File: config.mk
export PLATFORM = sky130hd
export DESIGN_NAME = yrv_uart_tx_flat
export DESIGN_NICKNAME = d
export VERILOG_FILES = /design/src/rtl/yrv_uart_pkg.sv /design/src/rtl/yrv_uart_tx_if.sv /design/src/rtl/yrv_uart_tx_fifo.sv /design/src/rtl/yrv_uart_tx.sv /design/src/flat_wrapper.sv
export SDC_FILE = /design/constraint.sdc
export NUM_CORES = 1
export LEC_CHECK = 0
export CAP_MARGIN = 25
export CORE_ASPECT_RATIO = 2
export CORE_UTILIZATION = 63
export DETAILED_ROUTE_END_ITERATION = 12
export PLACE_DENSITY = 0.84
export SKIP_CTS_REPAIR_TIMING = 1
export SYNTH_ARGS = -nofsm -noshare
export SYNTH_HDL_FRONTEND = slang
export SYNTH_SLANG_ARGS = --single-unit
File: constraint.sdc
create_clock -name clk -period 3.05 [get_ports clk]
set_clock_uncertainty 0.2 [all_clocks]
set_input_delay 0.61 -clock clk [delete_from_list [all_inputs] [get_ports clk]]
set_output_delay 0.61 -clock clk [all_outputs]
set_load 0.005 [all_outputs]
File: src/rtl/yrv_uart_pkg.sv
// rtl/yrv_uart_pkg.sv - shared types and constants for the yrv_m1 UART transmitter
// Purpose: FSM state encoding, data width and default bit period used by
//          yrv_uart_tx, yrv_uart_tx_if and yrv_uart_tx_fifo.
// Ports:   none (package)
package yrv_uart_pkg;

  typedef enum logic [2:0] {
    IDLE,
    START,
    DATA,
    PARITY,
    STOP
  } tx_state_t;

  localparam int UART_DATA_W       = 8;
  localparam int UART_DEF_BIT_CLKS = 80;

endpackage

File: src/rtl/yrv_uart_tx_if.sv
// rtl/yrv_uart_tx_if.sv - CPU-side write/status bundle of the UART transmitter
// Purpose: groups the data-register write strobe and the transmitter status.
// Signals: wr_en, wr_data[7:0], clr_ovr   (CPU -> transmitter)
//          tx_full, tx_empty, tx_busy, ovr_flag (transmitter -> CPU)
// Modports: master = CPU side, slave = transmitter side
interface yrv_uart_tx_if;
  import yrv_uart_pkg::*;

  logic                   wr_en;
  logic [UART_DATA_W-1:0] wr_data;
  logic                   clr_ovr;
  logic                   tx_full;
  logic                   tx_empty;
  logic                   tx_busy;
  logic                   ovr_flag;

  modport master (
    output wr_en, wr_data, clr_ovr,
    input  tx_full, tx_empty, tx_busy, ovr_flag
  );

  modport slave (
    input  wr_en, wr_data, clr_ovr,
    output tx_full, tx_empty, tx_busy, ovr_flag
  );

endinterface

File: src/rtl/yrv_uart_tx_fifo.sv
// rtl/yrv_uart_tx_fifo.sv - DEPTH x W synchronous FIFO feeding the UART transmitter
// Purpose: buffers bytes written by the CPU until the serialiser takes them.
// Ports:   clk, resetn (async, active-low)
//          push, wdata[W-1:0] : enqueue (ignored when full)
//          pop                : dequeue (ignored when empty)
//          head[W-1:0]        : oldest entry
//          full, empty        : derived from the pointer flops
module yrv_uart_tx_fifo #(
  parameter int DEPTH = 4,
  parameter int W     = 8
) (
  input  logic         clk,
  input  logic         resetn,
  input  logic         push,
  input  logic [W-1:0] wdata,
  input  logic         pop,
  output logic [W-1:0] head,
  output logic         full,
  output logic         empty
);

  localparam int AW = $clog2(DEPTH);

  logic [W-1:0] mem [DEPTH];
  // One extra pointer bit distinguishes full (MSBs differ) from empty (equal).
  logic [AW:0]  wptr_q;
  logic [AW:0]  rptr_q;
  logic         do_push;
  logic         do_pop;

  assign full    = (wptr_q[AW] != rptr_q[AW]) && (wptr_q[AW-1:0] == rptr_q[AW-1:0]);
  assign empty   = (wptr_q == rptr_q);
  assign do_push = push & ~full;
  assign do_pop  = pop & ~empty;
  assign head    = mem[rptr_q[AW-1:0]];

  always_ff @(posedge clk or negedge resetn) begin
    if (!resetn) begin
      wptr_q <= '0;
      rptr_q <= '0;
    end else begin
      if (do_push) wptr_q <= wptr_q + 1'b1;
      if (do_pop)  rptr_q <= rptr_q + 1'b1;
    end
  end

  always_ff @(posedge clk) begin
    if (do_push) mem[wptr_q[AW-1:0]] <= wdata;
  end

endmodule

File: src/rtl/yrv_uart_tx.sv
// rtl/yrv_uart_tx.sv - yrv_m1 UART serial transmitter (8N1, optional 8E1)
// Purpose: takes bytes from the CPU data register through a small FIFO and
//          serialises them on ser_txd: start, 8 data bits LSB first, stop.
// Ports:   clk     : cpu clock, all state on posedge
//          resetn  : asynchronous active-low reset
//          bus     : yrv_uart_tx_if.slave (wr_en, wr_data, clr_ovr,
//                    tx_full, tx_empty, tx_busy, ovr_flag)
//          ser_txd : serial line, idle high, driven from a flop
// Params:  BIT_CLKS (clk per bit, >= 2), FIFO_DEPTH (power of 2, >= 2)
// Config:  YRV_UART_TX_PARITY_EN adds an even-parity bit between data and stop.
module yrv_uart_tx
  import yrv_uart_pkg::*;
#(
  parameter int BIT_CLKS   = UART_DEF_BIT_CLKS,
  parameter int FIFO_DEPTH = 4
) (
  input  logic          clk,
  input  logic          resetn,
  yrv_uart_tx_if.slave  bus,
  output logic          ser_txd
);

  localparam int             CW      = $clog2(BIT_CLKS);
  localparam logic [CW-1:0]  CNT_MAX = CW'(BIT_CLKS - 1);

  tx_state_t              state_q, state_d;
  logic [CW-1:0]          bit_cnt_q, bit_cnt_d;
  logic [2:0]             bit_idx_q, bit_idx_d;
  logic [UART_DATA_W-1:0] shift_q, shift_d;
  logic                   txd_q, txd_d;
  logic                   ovr_q;
  logic                   bit_end;

  logic                   fifo_push;
  logic                   fifo_pop;
  logic [UART_DATA_W-1:0] fifo_head;
  logic                   fifo_full;
  logic                   fifo_empty;

`ifdef YRV_UART_TX_PARITY_EN
  logic                   par_q, par_d;
`endif

  // Writes are gated by the registered full flag, so a pop in the same
  // cycle does not rescue a write that arrives while full.
  assign fifo_push = bus.wr_en & ~fifo_full;

  yrv_uart_tx_fifo #(
    .DEPTH (FIFO_DEPTH),
    .W     (UART_DATA_W)
  ) u_fifo (
    .clk    (clk),
    .resetn (resetn),
    .push   (fifo_push),
    .wdata  (bus.wr_data),
    .pop    (fifo_pop),
    .head   (fifo_head),
    .full   (fifo_full),
    .empty  (fifo_empty)
  );

  assign bit_end      = (bit_cnt_q == CNT_MAX);
  assign ser_txd      = txd_q;
  assign bus.tx_full  = fifo_full;
  assign bus.tx_busy  = (state_q != IDLE);
  assign bus.tx_empty = fifo_empty & (state_q == IDLE);
  assign bus.ovr_flag = ovr_q;

  always_ff @(posedge clk or negedge resetn) begin
    if (!resetn) begin
      state_q   <= IDLE;
      bit_cnt_q <= '0;
      bit_idx_q <= '0;
      shift_q   <= '0;
      txd_q     <= 1'b1;
      ovr_q     <= 1'b0;
`ifdef YRV_UART_TX_PARITY_EN
      par_q     <= 1'b0;
`endif
    end else begin
      state_q   <= state_d;
      bit_cnt_q <= bit_cnt_d;
      bit_idx_q <= bit_idx_d;
      shift_q   <= shift_d;
      txd_q     <= txd_d;
`ifdef YRV_UART_TX_PARITY_EN
      par_q     <= par_d;
`endif
      // A dropped write wins over a simultaneous clear.
      if (bus.wr_en && fifo_full) ovr_q <= 1'b1;
      else if (bus.clr_ovr)       ovr_q <= 1'b0;
    end
  end

  // txd_d is the line value for the cycle after the edge, so every state
  // change loads the first value of the next slot at the same time.
  always_comb begin
    state_d   = state_q;
    bit_cnt_d = bit_cnt_q;
    bit_idx_d = bit_idx_q;
    shift_d   = shift_q;
    txd_d     = txd_q;
    fifo_pop  = 1'b0;
`ifdef YRV_UART_TX_PARITY_EN
    par_d     = par_q;
`endif

    if (state_q != IDLE) begin
      bit_cnt_d = bit_end ? '0 : bit_cnt_q + 1'b1;
    end

    case (state_q)
      IDLE: begin
        txd_d = 1'b1;
        if (!fifo_empty) begin
          fifo_pop  = 1'b1;
          shift_d   = fifo_head;
`ifdef YRV_UART_TX_PARITY_EN
          par_d     = ^fifo_head;
`endif
          bit_cnt_d = '0;
          txd_d     = 1'b0;
          state_d   = START;
        end
      end
      START: begin
        if (bit_end) begin
          bit_idx_d = '0;
          txd_d     = shift_q[0];
          state_d   = DATA;
        end
      end
      DATA: begin
        if (bit_end) begin
          shift_d = shift_q >> 1;
          if (bit_idx_q == 3'd7) begin
`ifdef YRV_UART_TX_PARITY_EN
            txd_d   = par_q;
            state_d = PARITY;
`else
            txd_d   = 1'b1;
            state_d = STOP;
`endif
          end else begin
            bit_idx_d = bit_idx_q + 3'd1;
            txd_d     = shift_q[1];
          end
        end
      end
`ifdef YRV_UART_TX_PARITY_EN
      PARITY: begin
        if (bit_end) begin
          txd_d   = 1'b1;
          state_d = STOP;
        end
      end
`endif
      STOP: begin
        if (bit_end) begin
          if (!fifo_empty) begin
            // Back-to-back frame: no idle cycle between stop and start.
            fifo_pop = 1'b1;
            shift_d  = fifo_head;
`ifdef YRV_UART_TX_PARITY_EN
            par_d    = ^fifo_head;
`endif
            txd_d    = 1'b0;
            state_d  = START;
          end else begin
            txd_d   = 1'b1;
            state_d = IDLE;
          end
        end
      end
      default: begin
        txd_d     = 1'b1;
        bit_cnt_d = '0;
        state_d   = IDLE;
      end
    endcase
  end

endmodule
File: src/flat_wrapper.sv
// flat-port wrapper written by rule: the top's interface ports become plain ports
module yrv_uart_tx_flat import yrv_uart_pkg::*;
#(
  parameter int BIT_CLKS   = UART_DEF_BIT_CLKS,
  parameter int FIFO_DEPTH = 4
)
  (clk, resetn, ser_txd, bus_wr_en, bus_wr_data, bus_clr_ovr, bus_tx_full, bus_tx_empty, bus_tx_busy, bus_ovr_flag);
  yrv_uart_tx_if bus_i ();
  input  logic clk;
  input  logic resetn;
  output logic ser_txd;
  input wire logic [$bits(bus_i.wr_en)-1:0] bus_wr_en;
  input wire logic [$bits(bus_i.wr_data)-1:0] bus_wr_data;
  input wire logic [$bits(bus_i.clr_ovr)-1:0] bus_clr_ovr;
  output wire logic [$bits(bus_i.tx_full)-1:0] bus_tx_full;
  output wire logic [$bits(bus_i.tx_empty)-1:0] bus_tx_empty;
  output wire logic [$bits(bus_i.tx_busy)-1:0] bus_tx_busy;
  output wire logic [$bits(bus_i.ovr_flag)-1:0] bus_ovr_flag;
  assign bus_i.wr_en = bus_wr_en;
  assign bus_i.wr_data = bus_wr_data;
  assign bus_i.clr_ovr = bus_clr_ovr;
  assign bus_tx_full = bus_i.tx_full;
  assign bus_tx_empty = bus_i.tx_empty;
  assign bus_tx_busy = bus_i.tx_busy;
  assign bus_ovr_flag = bus_i.ovr_flag;
  yrv_uart_tx #(.BIT_CLKS(BIT_CLKS), .FIFO_DEPTH(FIFO_DEPTH)) u_core (.clk(clk), .resetn(resetn), .bus(bus_i), .ser_txd(ser_txd));
endmodule
== Yosys cells after proc, flatten, opt, wreduce, memory -nomap -nowiden ==
Memories as Yosys holds them, arrays and structs flattened.
Index checks and enable logic that the tools add are counted.

* Memories kept: 1
* Latch bits: 0
* Input bits: 12
* Memory bits (read-only): 0
* Bits in registers: 29
* Memory bits (writable): 32

* Eq/ne operators: 14
* Divide/modulo/power cells: 0
* $add $sub $neg: 4
* Bitwise gates (word level): 6
* $lt $le $gt $ge: 0
* Shifts and indexed selects: 0
* Multipliers: 0
* Muxes and demuxes: 32
* Reductions and logical operators: 12

{| class="wikitable"
|+ Memory list
! name !! depth !! bits a word !! rd ports !! clocked after Yosys merged registers in !! write ports !! line !! RTL
|-
| u_core.u_fifo.mem || 4 || 8 || 1 || 0 || 1 || yrv_uart_tx_fifo.sv:24 || <nowiki>logic [W-1:0] mem [DEPTH];</nowiki>
|}

{| class="wikitable"
|+ Operators with widths
! cell !! number
|-
| two-way mux 3 bit || 8
|-
| two-way mux 8 bit || 3
|-
| one-hot mux 8 bit (3 select lines) || 1
|-
| two-way mux 7 bit || 3
|-
| one-hot mux 7 bit (2 select lines) || 1
|-
| two-way mux 1 bit || 12
|-
| one-hot mux 3 bit (4 select lines) || 1
|-
| adder 3 x 1 -> 3 bit, second input constant || 3
|-
| inequality test 2 x 1 -> 1 bit, second input constant || 4
|-
| adder 7 x 1 -> 7 bit, second input constant || 1
|-
| equality test 7 bit, second input constant || 1
|-
| equality test 3 bit, second input constant || 2
|-
| one-hot mux 3 bit (2 select lines) || 1
|-
| AND reduction 3 bit || 2
|-
| nonzero test 3 bit || 2
|-
| AND reduction 5 bit || 1
|-
| AND 1 bit || 4
|-
| inequality test 2 bit, second input constant || 2
|-
| one-hot mux 1 bit (4 select lines) || 1
|-
| AND reduction 4 bit || 1
|-
| nonzero test 2 bit || 2
|-
| equality test 3 x 1 -> 1 bit, second input constant || 1
|-
| equality test 3 x 2 -> 1 bit, second input constant || 1
|-
| equality test 3 bit || 1
|-
| 7 further kinds || 9
|}

== Longest topological paths before layout ==
Gate-level depths: netlist (run 1).

* Depth in word-level cells: 7
* Depth in mapped cells: 6

== Hierarchy ==
Synthesis (run 1) repeated with hierarchy kept, for this count alone.

* Cell total of the unflattened synthesis: 218
* Area total of the unflattened synthesis: 2990.4 sq um

{| class="wikitable"
|+ By module, submodules not included
! module !! area an instance (sq um) !! cells each !! instances
|-
| yrv_uart_tx_fifo || 1629.1 || 90 || 1
|-
| yrv_uart_tx || 1361.3 || 128 || 1
|}

== Worst setup path before layout (run 1) ==
Ideal clock, no wire load.

* Kind: register to register
* From: register u_core.bit_cnt_q[0]
* To: register u_core.shift_q[0]
* Setup time: 0.125 ns
* Arrival: 1.666 ns
* Data required time: 2.725 ns
* Setup slack: 1.059 ns
* Cell stages (with the launch flop): 6
* Cell sequence: dfrtp_1 > ha_1 > and3_2 > and3_1 > a32oi_4 > mux2_2

* Longest elaborated chain between the ends: 3

{| class="wikitable"
|+ Ends and longest elaborated chain
! item !! line !! RTL
|-
| start: declaration || yrv_uart_tx.sv:27 || <nowiki>logic [CW-1:0] bit_cnt_q, bit_cnt_d;</nowiki>
|-
| start signal: assignment || yrv_uart_tx.sv:82 || <nowiki>bit_cnt_q <= bit_cnt_d;</nowiki>
|-
| equality test 7 bit * || yrv_uart_tx.sv:62 || <nowiki>assign bit_end = (bit_cnt_q == CNT_MAX);</nowiki>
|-
| inequality test 2 x 1 -> 1 bit (no source line) || n/a ||
|-
| AND reduction 3 bit (no source line) * || n/a ||
|-
| end signal: assignment || yrv_uart_tx.sv:84 || <nowiki>shift_q <= shift_d;</nowiki>
|-
| end: declaration || yrv_uart_tx.sv:29 || <nowiki>logic [UART_DATA_W-1:0] shift_q, shift_d;</nowiki>
|}

Mark *: on every way between the ends. The rest lies on a longest branch, timed or not.
A chain may end at the register's enable or synchronous reset.

== Worst setup path in the final report (run 1) ==
* From: register u_core.state_q[2]
* To: output bus_tx_empty

* Longest elaborated chain between the ends: 2

{| class="wikitable"
|+ Ends and longest elaborated chain
! item !! line !! RTL
|-
| start: declaration || yrv_uart_tx.sv:26 || <nowiki>tx_state_t state_q, state_d;</nowiki>
|-
| start signal: assignment || yrv_uart_tx.sv:81 || <nowiki>state_q <= state_d;</nowiki>
|-
| zero test 3 bit || yrv_uart_tx.sv:66 || <nowiki>assign bus.tx_empty = fifo_empty & (state_q == IDLE);</nowiki>
|-
| AND 1 bit || yrv_uart_tx.sv:66 ||
|-
| end: declaration || flat_wrapper.sv:16 || <nowiki>output wire logic [$bits(bus_i.tx_empty)-1:0] bus_tx_empty;</nowiki>
|}

Every way passes these cells.

==> metrics.yaml, run 1 <==
drt-total-wl_um: 5498
slew_violations: 0
avgRoutedWirePerCell_um: 19.57
drive_above_1_share_pct: 24.67
die_area_um2: 4848
async_flop_share_pct: 47.54
finalCriticalPeriod_ps: 2834
tightestPinTransition_ps: 641.1
synth_edf_count: 32
synth_warnings: 0
slew_headroom_pct: 56.87
min_period_over_period_pct: 92.92
finalSetupViolCount: 0
synth_top_cell_area_share_pct: 33.46
ys.flop_type: "edfxtp_1"
ir_drop_mv: 0.5744
core-area_um2: 4339
ys_types: 50
netlist_area_um2: 2872
worstPathRequired_ps: 2240
clk_pin_slew_ps: 70
p_leak_nw: 1.231
track_usage_pct: 27.02
worstSetupEndpointType: "output pin"
cp_slowest_cell: "dfrtp_1"
antenna_cells: 0
syn_to_final_growth_pct: 14.47
vias: 1756
cts_buffer_depth: 2
multi_input_area_um2: 1126
fin_nets: 242
grt_max_degree: 30
cts_tree: "built"
dp_hpwl_um: 3939
slowest_delay_ps: 530
path_class: "reg2out"
synth-seq-cells: 61
status: "finished clean"
vias_per_cell: 6.249
synth_largest_area_cell: "edfxtp_1"
initial_core_util_pct: 66.18
crit_arrival_ps: 2020
firstDrtPassIters: 4
ant_nets: 0
p_per_area_nw_per_um2: 635.8
die_x_um: 49.74
cts_inserted_buffers: 9
fin_tns_setup_ps: 0
gp_congestion: 0.9216
htreeDepth: 3
grt_pass1_wl_um: 9211
synth_cells: 198
rsz0062_at_grt: "false"
synth_fp_nets: 218
drc: 0
grt_overflow_total: 0
fill_cells: 269
crit_chain: "nor3_2, inv_1, nor2_1, clkdlybuf4s50_1"
hold_violations: 0
max_freq_ghz: 0.3529
syn_area_per_cell_um2: 14.50
die_y_um: 97.48
port-buffer-count: 16
initialDrtViolationCount: 50
cts_root_buf: "clkbuf_8"
cp-start-kind: "flop"
cts_sinks: 61
grt_pass1_vias: 1927
seq_area_um2: 1689
antenna_found_initial: 0
synth_area_leaders: "edfxtp_1 (33%), dfrtp_1 (24%), mux4_2 (6.3%), mux2_2 (5.9%), ha_1 (3.5%)"
maxCapViolCount: 0
rows: 34
hold_class: "reg2reg"
path_max_fanout: 13
yosysSeqAreaShare_pct: 58.78
ios: 17
whs_ps: 309.6
clock_latency_ps: 340
-- synthesized netlist by cell type, types with 2 or more instances --
library cell and instances:
a21oi_1 5, a22o_1 2, a31oi_1 4, a32oi_1 2, and2_1 4, and3_1 2, buf_2 2, buf_6 2
dfrtp_1 28, edfxtp_1 32, ha_1 8, inv_1 8, mux2_2 15, mux4_2 8, nand2_1 9, nand2b_1 3
nand3_1 3, nand4_1 3, nor2_1 7, nor3_1 5, o21ai_0 5, xnor2_1 7, xor2_1 7
-- layout by cell type (no fill, tap or decap), types with 2 or more instances in the layout --
cell type,Yosys,layout
a21oi_1,5,5
mux4_2,8,8
and3_1,2,2
ha_1,8,8
mux2_2,15,15
edfxtp_1,32,32
a31oi_1,4,4
nor3_1,5,4
dfrtp_1,28,27
nand4_1,3,3
inv_1,8,8
nor2_1,7,7
a32oi_1,2,2
clkbuf_8,0,9
and2_1,4,4
xnor2_1,7,6
nand2b_1,3,3
xnor2_2,1,2
xor2_1,7,7
clkdlybuf4s50_1,0,16
nand2_1,9,9
a22o_1,2,2
nand3_1,3,3
o21ai_0,5,5
clkinvlp_4,0,3
buf_4,1,2
-- power breakdown --
group | internal (W) | switching [W]
clock | 0.000379 | 0.000332
sequential | 0.000988 | 0.0000585
combinational | 0.000147 | 0.000186
-- registers in the layout (all words and copies together), names as in the netlist --
name	cells
u_core.ser_txd	1
u_core.bit_cnt_q	7
u_core.bit_idx_q	3
u_core.u_fifo.rptr_q	3
u_core.u_fifo.mem	32
u_core.u_fifo.wptr_q	3
u_core.bus.ovr_flag	1
u_core.state_q	3
u_core.shift_q	8
-- layer usage --
| layer | vias up | GRT usage [%] | part of all wire (%) |
|---|---|---|---|
| met2 | 42 | 47.19 | 59 |
| met5 | - | 0 | 0 |
| met1 | 899 | 27.36 | 36 |
| met4 | 0 | 16.04 | 3.0 |
| met3 | 14 | 7.512 | 2.7 |
| li1 | 801 | - | - |
-- stage by stage --
| step | std cells | total power [W] | worst slack, ps | utilization (%) | area [um2] |
|---|---|---|---|---|---|
| 6_report | 281 | 0.002090 | 216.0 | 75.75 | 3287 |
| 5_1_grt | 281 | 0.002188 | 82.75 | 75.75 | 3287 |
| 4_1_cts | 281 | 0.002108 | 89.18 | 75.43 | 3273 |
| 3_5_place_dp | 265 | 0.001392 | 471.8 | 70.85 | 3074 |
| 3_3_place_gp | 265 | 0.001362 | 493.5 | 70.85 | 3074 |
| 2_1_floorplan | 198 | 0.001266 | 1059 | - | 2872 |
-- worst max-delay path, delay by kind of cell, from the launching register on --
family                 cells  cell delay [ps]
buffers and inverters      2              680
DFF                        1              530
and+or+nand+nor            2              470
-- final cells by class --
| type | count | share of cell area (%) |
|---|---|---|
| inverters | 8 | 0.9136 |
| flip-flops and latches | 61 | 51.39 |
| well taps | 54 | 2.056 |
| repair buffers | 18 | 5.329 |
| clock inverters | 7 | 2.284 |
| multi-input cells | 124 | 34.26 |
| clock buffers | 9 | 3.769 |
-- cell families (layout without fill, tap and decap cells) --
kind of cell,count (synthesis),in the layout,synth area share [%]
flip-flops,61,61,58.78
AND/OR/NAND/NOR,46,46,9.020
AO/OA/AOI/OAI,31,31,8.759
multiplexers,24,24,12.68
XOR/XNOR,15,15,4.837
buffers and inverters,13,42,2.440
adder cells (fa/ha/maj),8,8,3.486
-- worst paths after layout --
path / from / end / slack [ps] / depth (start not counted)
max: u_core.state_q[2]$_DFFE_PN0P_ / bus_tx_empty / 220 / 4
min: u_core.shift_q[5]$_DFFE_PN0P_ / u_core.shift_q[5]$_DFFE_PN0P_ / 310 / 1
max reg2reg: u_core.state_q[0]$_DFFE_PN0P_ / u_core.shift_q[1]$_DFFE_PN0P_ / 810 / 4
min reg2reg: u_core.shift_q[5]$_DFFE_PN0P_ / u_core.shift_q[5]$_DFFE_PN0P_ / 310 / 1
max in group asynchronous: resetn / u_core.ser_txd$_DFFE_PN1P_ / 1900 / 2
min in group asynchronous: resetn / u_core.bit_cnt_q[1]$_DFF_PN0_ / 440 / 2
Power figures use the tool's default switching activity.
==> inputs of run 2 (changes only) <==
- PLACE_DENSITY: 0.84 -> 0.87
==> run 2 against run 1 <==
  * Global-route usage down 0.13 points
  * Critical path depth unchanged
  * Clock-buffer cell count unchanged
  * Sequential power about the same
  * Total power up 8.2%
  * Non-clock buffer count unchanged
  * Routed wire length up 0.56%
  * Cell area up 1.4%
  * Via count down 0.11%
  * Clock power up 23%
==> metrics.yaml, run 2 (synthesized netlist as in run 1, its figures left out) <==
cts_inserted_buffers: 9
core-area_um2: 4339
p_clk_share_pct: 38.7
dp_hpwl_um: 4082
initial_core_util_pct: 66.18
finalSetupViolCount: 0
fin_nets: 242
grt_pass1_wl_um: 9114
critical_path_buf_inv_count: 2
hold_class: "reg2reg"
path_max_fanout: 13
firstDrtPassIters: 4
pwr-share-comb_pct: 15.0
grt_max_degree: 30
placed_area_um2: 3074
worstSetupEndpointType: "output pin"
fin_area_um2: 3334
p_seq_share_pct: 46.3
avgRoutedWirePerCell_um: 19.68
status: "finished clean"
layoutNonFillerInstCount: 281
cts_sinks: 61
p_leak_nw: 1.256
track_usage_pct: 26.88
p_int_w: 0.001681
slew_headroom_pct: 67.32
p_sw_w: 0.0005807
port-buffer-count: 16
ios: 17
power.total_w: 0.002262
slew_violations: 0
die_y_um: 97.48
finalCriticalPeriod_ps: 2817
antenna_cells: 0
die_area_um2: 4848
crit_cells: 4
vias: 1754
final_cell_mix: "edfxtp_1 (32), dfrtp_1 (27), clkdlybuf4s50_1 (16)"
path_class: "reg2out"
layout_commonest_cell: "edfxtp_1"
largest_reg_flops: 32
min_period_over_period_pct: 92.37
cts_root_buf: "clkbuf_8"
p_per_area_nw_per_um2: 678.2
grt_overflow_total: 0
grt_pass1_vias: 1934
die_x_um: 49.74
cp_slowest_cell: "dfrtp_1"
reg2reg_depth: 4
cts_buffer_depth: 2
vias_per_cell: 6.242
clock_latency_ps: 340
ir_drop_mv: 0.6829
gp_congestion: 0.9034
dp.cells: 265
rows: 34
initialDrtViolationCount: 55
rsz0062_at_grt: "false"
swShare_pct: 25.68
maxCapViolCount: 0
cp-start-kind: "flop"
drc: 0
max_freq_ghz: 0.3550
crit_arrival_ps: 2010
tightestPinTransition_ps: 488.0
worstPathRequired_ps: 2240
htreeDepth: 3
cts_tree: "built"
drt-total-wl_um: 5529
hold_violations: 0
ant_nets: 0
slowest_delay_ps: 540
critPathTopFamily: "buffers and inverters"
whs_path_depth: 1
drive_above_1_share_pct: 24.67
syn_to_final_growth_pct: 16.12
clk_pin_slew_ps: 70
antenna_found_initial: 0
fin_util_pct: 76.85
crit_chain: "nor3_2, inv_1, nor2_1, clkdlybuf4s50_1"
fin_tns_setup_ps: 0
run 2: cell count changes in the layout (fill, tap and decap cells not counted):
cell        previous run  this run
clkinvlp_4             3         2
clkinv_2               1         0
bufinv_16              1         3
run 2: stage by stage:
stage,worst slack [ps],hold slack [ps]
6_report,232.8,303.9
5_1_grt,45.58,321.1
4_1_cts,119.1,305.1
3_5_place_dp,497.7,290.5
3_3_place_gp,508.0,287.9
2_1_floorplan,1059,114.4
run 2: final timing paths:
check,startpoint,end,slack (ps)
worst max-delay path,u_core.state_q[2]$_DFFE_PN0P_,bus_tx_empty,230
worst min-delay path,u_core.shift_q[4]$_DFFE_PN0P_,u_core.shift_q[4]$_DFFE_PN0P_,300
worst max register to register,u_core.state_q[1]$_DFFE_PN0P_,u_core.shift_q[3]$_DFFE_PN0P_,830
worst min register to register,u_core.shift_q[4]$_DFFE_PN0P_,u_core.shift_q[4]$_DFFE_PN0P_,300
max in group asynchronous,resetn,u_core.ser_txd$_DFFE_PN1P_,1900
min in group asynchronous,resetn,u_core.bus.ovr_flag$_DFFE_PN0P_,450
run 2: metal layers:
layer,part of all wire [%],GRT usage [%],vias to the layer above,wire length [um]
met5,0,0,-,0
met4,3.3,15.82,0,183
met3,2.5,5.164,20,137
met2,62,51.25,40,3404
met1,33,24.36,891,1803
li1,-,-,803,-
run 2: area by class of cell:
type,count,area [um2]
fillers,272,1005
multi-input cells,124,1126
clock inverters,7,122.6
repair buffers,18,175.2
inverters,8,30.03
clock buffers,9,123.9
well taps,54,67.56
flip-flops and latches,61,1689
run 2: power by group through the flow:
stage                     registers, W  clock network, W  logic (W)
after global routing           0.00106          0.000911   0.000378
after detailed placement       0.00106                 0   0.000333
after global placement         0.00105                 0   0.000311
after CTS                      0.00105          0.000886   0.000340
final                          0.00105          0.000875   0.000339
after floorplan                0.00104                 0   0.000223
